$ cat src/rtl/ifetch_unit_if.sv
// Instruction-memory bus: single outstanding request, req/gnt accept, in-order rvalid response.
interface ifetch_unit_if;
  logic        imem_req;
  logic [31:0] imem_addr;
  logic        imem_gnt;
  logic        imem_rvalid;
  logic [31:0] imem_rdata;

  modport master (
    output imem_req,
    output imem_addr,
    input  imem_gnt,
    input  imem_rvalid,
    input  imem_rdata
  );

  modport slave (
    input  imem_req,
    input  imem_addr,
    output imem_gnt,
    output imem_rvalid,
    output imem_rdata
  );
endinterface

$ cat src/rtl/ifetch_unit.sv
// Fetch-side memory front end: requests the word at PCF, buffers the response and stalls
// the Fetch stage until the buffered word matches PCF; drops wrong-path responses.
module ifetch_unit #(
  parameter int unsigned TIMEOUT = 255,
  parameter logic [31:0] NOP     = 32'h00000013
) (
  input  logic                 clk,
  input  logic                 reset,
  input  logic [31:0]          PCF,
  input  logic                 StallF,
  input  logic                 PCSrcE,
  ifetch_unit_if.master        imem,
  output logic [31:0]          InstrF,
  output logic                 FetchStallF,
  output logic                 fetch_err
);

  localparam logic [7:0] wdogLast = 8'(TIMEOUT - 1);
  localparam logic [7:0] wdogMax  = 8'hFF;

  typedef enum logic [1:0] {
    REQ,
    WAIT,
    HAVE
  } fetchState_t;

  fetchState_t stateReg;
  logic [31:0] bufInstrReg;
  logic [31:0] bufPcReg;
  logic        dropReg;
  logic [7:0]  wdogReg;
  logic        fetchErrReg;

  logic        hit;
  logic        present;
  logic        dropNow;

  // A redirect in the current cycle invalidates the buffered word even if the PC matches.
  assign hit     = (bufPcReg == PCF) && !PCSrcE;
  assign present = reset && (stateReg == HAVE) && hit;
  assign dropNow = dropReg || PCSrcE;

  assign imem.imem_req  = reset && (stateReg == REQ);
  assign imem.imem_addr = {PCF[31:2], 2'b00};
  assign InstrF         = present ? bufInstrReg : NOP;
  assign FetchStallF    = !present;
  assign fetch_err      = fetchErrReg;

  always_ff @(posedge clk) begin
    if (!reset) begin
      stateReg    <= REQ;
      dropReg     <= 1'b0;
      wdogReg     <= 8'd0;
      fetchErrReg <= 1'b0;
      bufInstrReg <= NOP;
      bufPcReg    <= 32'd0;
    end else begin
      case (stateReg)
        REQ: begin
          if (imem.imem_gnt) begin
            bufPcReg <= PCF;
            wdogReg  <= 8'd0;
            stateReg <= WAIT;
            if (PCSrcE) dropReg <= 1'b1;
          end
        end

        WAIT: begin
          if (imem.imem_rvalid) begin
            if (dropNow) begin
              dropReg  <= 1'b0;
              stateReg <= REQ;
            end else begin
              bufInstrReg <= imem.imem_rdata;
              stateReg    <= HAVE;
            end
          end else begin
            if (PCSrcE) dropReg <= 1'b1;
            if (wdogReg != wdogMax) wdogReg <= wdogReg + 8'd1;
            // Error is sticky; a late response is still accepted afterwards.
            if (wdogReg == wdogLast) fetchErrReg <= 1'b1;
          end
        end

        HAVE: begin
          // Leave on a miss, or once the datapath has consumed the word.
          if (!hit || !StallF) stateReg <= REQ;
        end

        default: stateReg <= REQ;
      endcase
    end
  end

endmodule
$ cat src/flat_wrapper.sv
// flat-port wrapper written by rule: the top's interface ports become plain ports
module ifetch_unit_flat 
#(
  parameter int unsigned TIMEOUT = 255,
  parameter logic [31:0] NOP     = 32'h00000013
)
  (clk, reset, PCF, StallF, PCSrcE, InstrF, FetchStallF, fetch_err, imem_imem_req, imem_imem_addr, imem_imem_gnt, imem_imem_rvalid, imem_imem_rdata);
  ifetch_unit_if imem_i ();
  input  logic clk;
  input  logic reset;
  input  logic [31:0] PCF;
  input  logic StallF;
  input  logic PCSrcE;
  output logic [31:0] InstrF;
  output logic FetchStallF;
  output logic fetch_err;
  output wire logic [$bits(imem_i.imem_req)-1:0] imem_imem_req;
  output wire logic [$bits(imem_i.imem_addr)-1:0] imem_imem_addr;
  input wire logic [$bits(imem_i.imem_gnt)-1:0] imem_imem_gnt;
  input wire logic [$bits(imem_i.imem_rvalid)-1:0] imem_imem_rvalid;
  input wire logic [$bits(imem_i.imem_rdata)-1:0] imem_imem_rdata;
  assign imem_imem_req = imem_i.imem_req;
  assign imem_imem_addr = imem_i.imem_addr;
  assign imem_i.imem_gnt = imem_imem_gnt;
  assign imem_i.imem_rvalid = imem_imem_rvalid;
  assign imem_i.imem_rdata = imem_imem_rdata;
  ifetch_unit #(.TIMEOUT(TIMEOUT), .NOP(NOP)) u_core (.clk(clk), .reset(reset), .PCF(PCF), .StallF(StallF), .PCSrcE(PCSrcE), .imem(imem_i), .InstrF(InstrF), .FetchStallF(FetchStallF), .fetch_err(fetch_err));
endmodule
$ cat config.mk
export PLATFORM = sky130hd
export DESIGN_NAME = ifetch_unit_flat
export DESIGN_NICKNAME = d
export VERILOG_FILES = /design/src/rtl/ifetch_unit_if.sv /design/src/rtl/ifetch_unit.sv /design/src/flat_wrapper.sv
export SDC_FILE = /design/constraint.sdc
export NUM_CORES = 1
export LEC_CHECK = 0
export CORE_ASPECT_RATIO = 0.75
export CORE_UTILIZATION = 40
export CTS_CLUSTER_DIAMETER = 60
export DETAILED_ROUTE_END_ITERATION = 8
export PLACE_DENSITY = 0.76
export SLEW_MARGIN = 20
export SYNTH_ARGS = -nofsm -noshare
export SYNTH_HDL_FRONTEND = slang
export SYNTH_SLANG_ARGS = --single-unit
$ cat constraint.sdc
create_clock -name clk -period 4.4 [get_ports clk]
set_input_delay 1.1 -clock clk [delete_from_list [all_inputs] [get_ports clk]]
set_output_delay 1.1 -clock clk [all_outputs]
set_load 0.01 [all_outputs]
==> impl_metrics.ini <==
[power]
leakagePower_nw = 2.104
p_per_area_nw_per_um2 = 326.5
ir_drop_mv = 0.1653
total_power_mw = 1.777

[setup_path]
worst_path_most_repeated_cell = clkdlybuf4s50_1
cp.arrival_ps = 3210
crit_chain = clkdlybuf4s50_1 > nor2b_1 > a2111oi_2 > nand4b_1 > and4b_1 > buf_12 > nand2b_1 > clkdlybuf4s50_1
critPathRequiredTime_ps = 3300
rr_worst_depth = 6
crit_buf_inv = 3
crit_family = buffers and inverters
cp-start-kind = primary input
startpoint = PCF[5]
critPathCaptureType = output port
r2r-end = u_core.wdogReg[5]
crit_slowest_cell = clkdlybuf4s50_1
crit_fanout = 34
r2r_slack_ps = 2410
criticalPathCategory = in -> out
crit_path_max_incr_delay_ps = 480
r2r_start = u_core.stateReg[1]

[yosys]
synth.area.top_cells = dfxtp_1 40%, nand2_1 13%, a21boi_0 10%
synth.largest_area_cell = dfxtp_1
ys_seq_area_share_pct = 39.91
synthCells = 469
ys_ff_latch = 76
synthDistinctLibCells = 37
avgSynthCellArea_um2 = 8.129
synth_edf_count = 0
async_reset_ff_share_pct = 0
synth_top_area_share_pct = 39.91
yosys_warnings = 0
syn_area_um2 = 3812
ys_dominant_reg_cell = dfxtp_1

[clock_network]
cts.sinks = 76
htree_levels = 3
root_buffer = clkbuf_16
clockBufferDepth = 2
cts_setup_buffers = 0
cts_made_buffers = 9
insertion_delay_ps = 320
cts_tree = built
path_clk_slew_ps = 60

[placement]
gp_congestion = 0.8583
hpwl_mm = 6.714
port_buffers = 134

[floorplan]
pin_count = 137
dieArea_um2 = 9929
core_region_area_um2 = 9159
initial_core_util_pct = 41.63
fp-row-count = 30
die_h_um = 86.55
die_w_um = 114.7

[sta]
fin_skew_ps = 6.404
layout_min_cycle_time_ps = 4307
max_freq_mhz = 232.2
finalSetupViolCount = 0
hold-worst-slack_ps = 447.6
maxSlewHeadroom_pct = 60.89
final_max_slew_viol_count = 0
rsz0062_at_grt = false
post-route-period-util_pct = 97.88
hold_violations = 0
worst_slew_pin_slew_ps = 586.7

[global_route]
overflow = 0
grt_pass1_vias = 3272
grt_max_degree = 70
track_usage_pct = 19.54
grt_pass1_wl_mm = 15.23
antenna_found_initial = 0

[detailed_routing]
drt-total-wl_mm = 9.336
viasPerCell = 4.677
route.vias.total = 3321
drtIter0Drc = 187
ant_nets = 0
dr.pass1.iters = 4
wl_per_cell_um = 13.15
route.detailed.drc = 0

[run_status]
status = complete, no violations

[cells_and_area]
synthToLayoutAreaGrowth_pct = 42.70
diodes = 0
layout.nets = 650
regArea_um2 = 1521
final_common_cell = nand2_1
utilization_pct = 59.40
multi_input_comb_area_um2 = 1933
drive_above_1_share_pct = 8.076
layout_common_cells = 135 x nand2_1, 104 x clkdlybuf4s50_1, 76 x dfxtp_1, 53 x a21boi_0, 31 x xnor2_1
fillers = 793

[hold_path]
hold_path.class = reg -> reg
hold_depth = 2
min_to = u_core.bufInstrReg[25]
min_from = u_core.bufInstrReg[25]

[job]
max_cap_viol_count = 0
==> repair_timing <==
| action | 4_1_cts | 5_1_grt |
|---|---|---|
| endpoints found under the setup margin | 29 | 3 |
| hold buffers | 0 | 0 |
| cloned | 0 | 0 |
| resized for setup | 29 | 3 |
| endpoints found under the hold margin | 0 | 0 |
==> synthesized netlist by cell type (3+ instances only) <==
cell,number
dfxtp_1,76
a21boi_1,8
a21boi_0,53
nor2_1,13
xnor2_1,33
nand2_1,135
nand3_1,7
nor2b_1,6
inv_1,6
nand2b_1,6
nor4_1,3
buf_4,38
clkbuf_1,19
nand4_1,5
nor3_1,4
and2_1,29
nor3b_1,3
==> kinds of logic (layout without fill, tap and decap cells) <==
| logic type | count (synthesis) | after routing | share of synthesized area, % |
|---|---|---|---|
| xor gates and xnor gates | 33 | 33 | 7.581 |
| other | 1 | 2 | 0.09836 |
| buffers and inverters | 65 | 177 | 10.21 |
| DFF | 76 | 76 | 39.91 |
| and+or+nand+nor | 221 | 221 | 27.34 |
| AOI/OAI and AO/OA | 71 | 71 | 14.21 |
| adders and majority gates | 2 | 2 | 0.6563 |
==> cell type report <==
cell class / count / area share (%)
well taps: 128 / 2.944
flip-flops and latches: 76 / 27.97
inverters: 6 / 0.4140
clock buffers: 11 / 4.646
multi-input cells: 329 / 35.53
clock inverters: 4 / 1.334
repair buffers: 156 / 27.16
==> worst max-delay path by stage <==
stage	to	slack, ps	cells past startpoint
finish	InstrF[4]	90	8
global route	InstrF[0]	3	8
CTS	InstrF[4]	80	8
detailed placement	InstrF[21]	-50	8
global placement	InstrF[22]	-20	8
floorplan	InstrF[22]	1000	7
==> through the flow <==
step | area [µm²] | worst slack, ps | setup TNS (ps) | std cells
floorplan | 3816 | 1001 | 0 | 470
global route | 5440 | 2.794 | 0 | 710
detailed placement | 5130 | -53.60 | -1001 | 695
global placement | 5130 | -20.50 | -299.9 | 695
CTS | 5419 | 78.63 | 0 | 710
finish | 5440 | 93.47 | 0 | 710
==> worst register-to-register path, delay by kind of cell, from the launching register on <==
family                 cells  cell delay [ps]
XOR/XNOR                   1              190
AND/OR/NAND/NOR            4              930
buffers and inverters      1              350
flip-flops                 1              390
==> per-layer routing <==
metal	track usage, %	up-vias	wire [µm]
met1	24.97	1539	4381
met3	3.986	10	377
met5	0	-	0
met2	33.44	75	4454
li1	-	1697	-
met4	5.785	0	122
==> state kept, by name, indices dropped and copies added (netlist names) <==
signal	cells
u_core.bufInstrReg	32
u_core.bufPcReg	32
u_core.dropReg	1
u_core.fetch_err	1
u_core.stateReg	2
u_core.wdogReg	8
==> where the power goes <==
part	leakage, nW	internal [mW]	total (mW)	switching, mW
Clock	0.158	0.523	0.790	0.267
Sequential	0.619	0.717	0.737	0.0203
Combinational	1.33	0.142	0.250	0.107
Note: power is estimated with default switching activity, not from simulation.
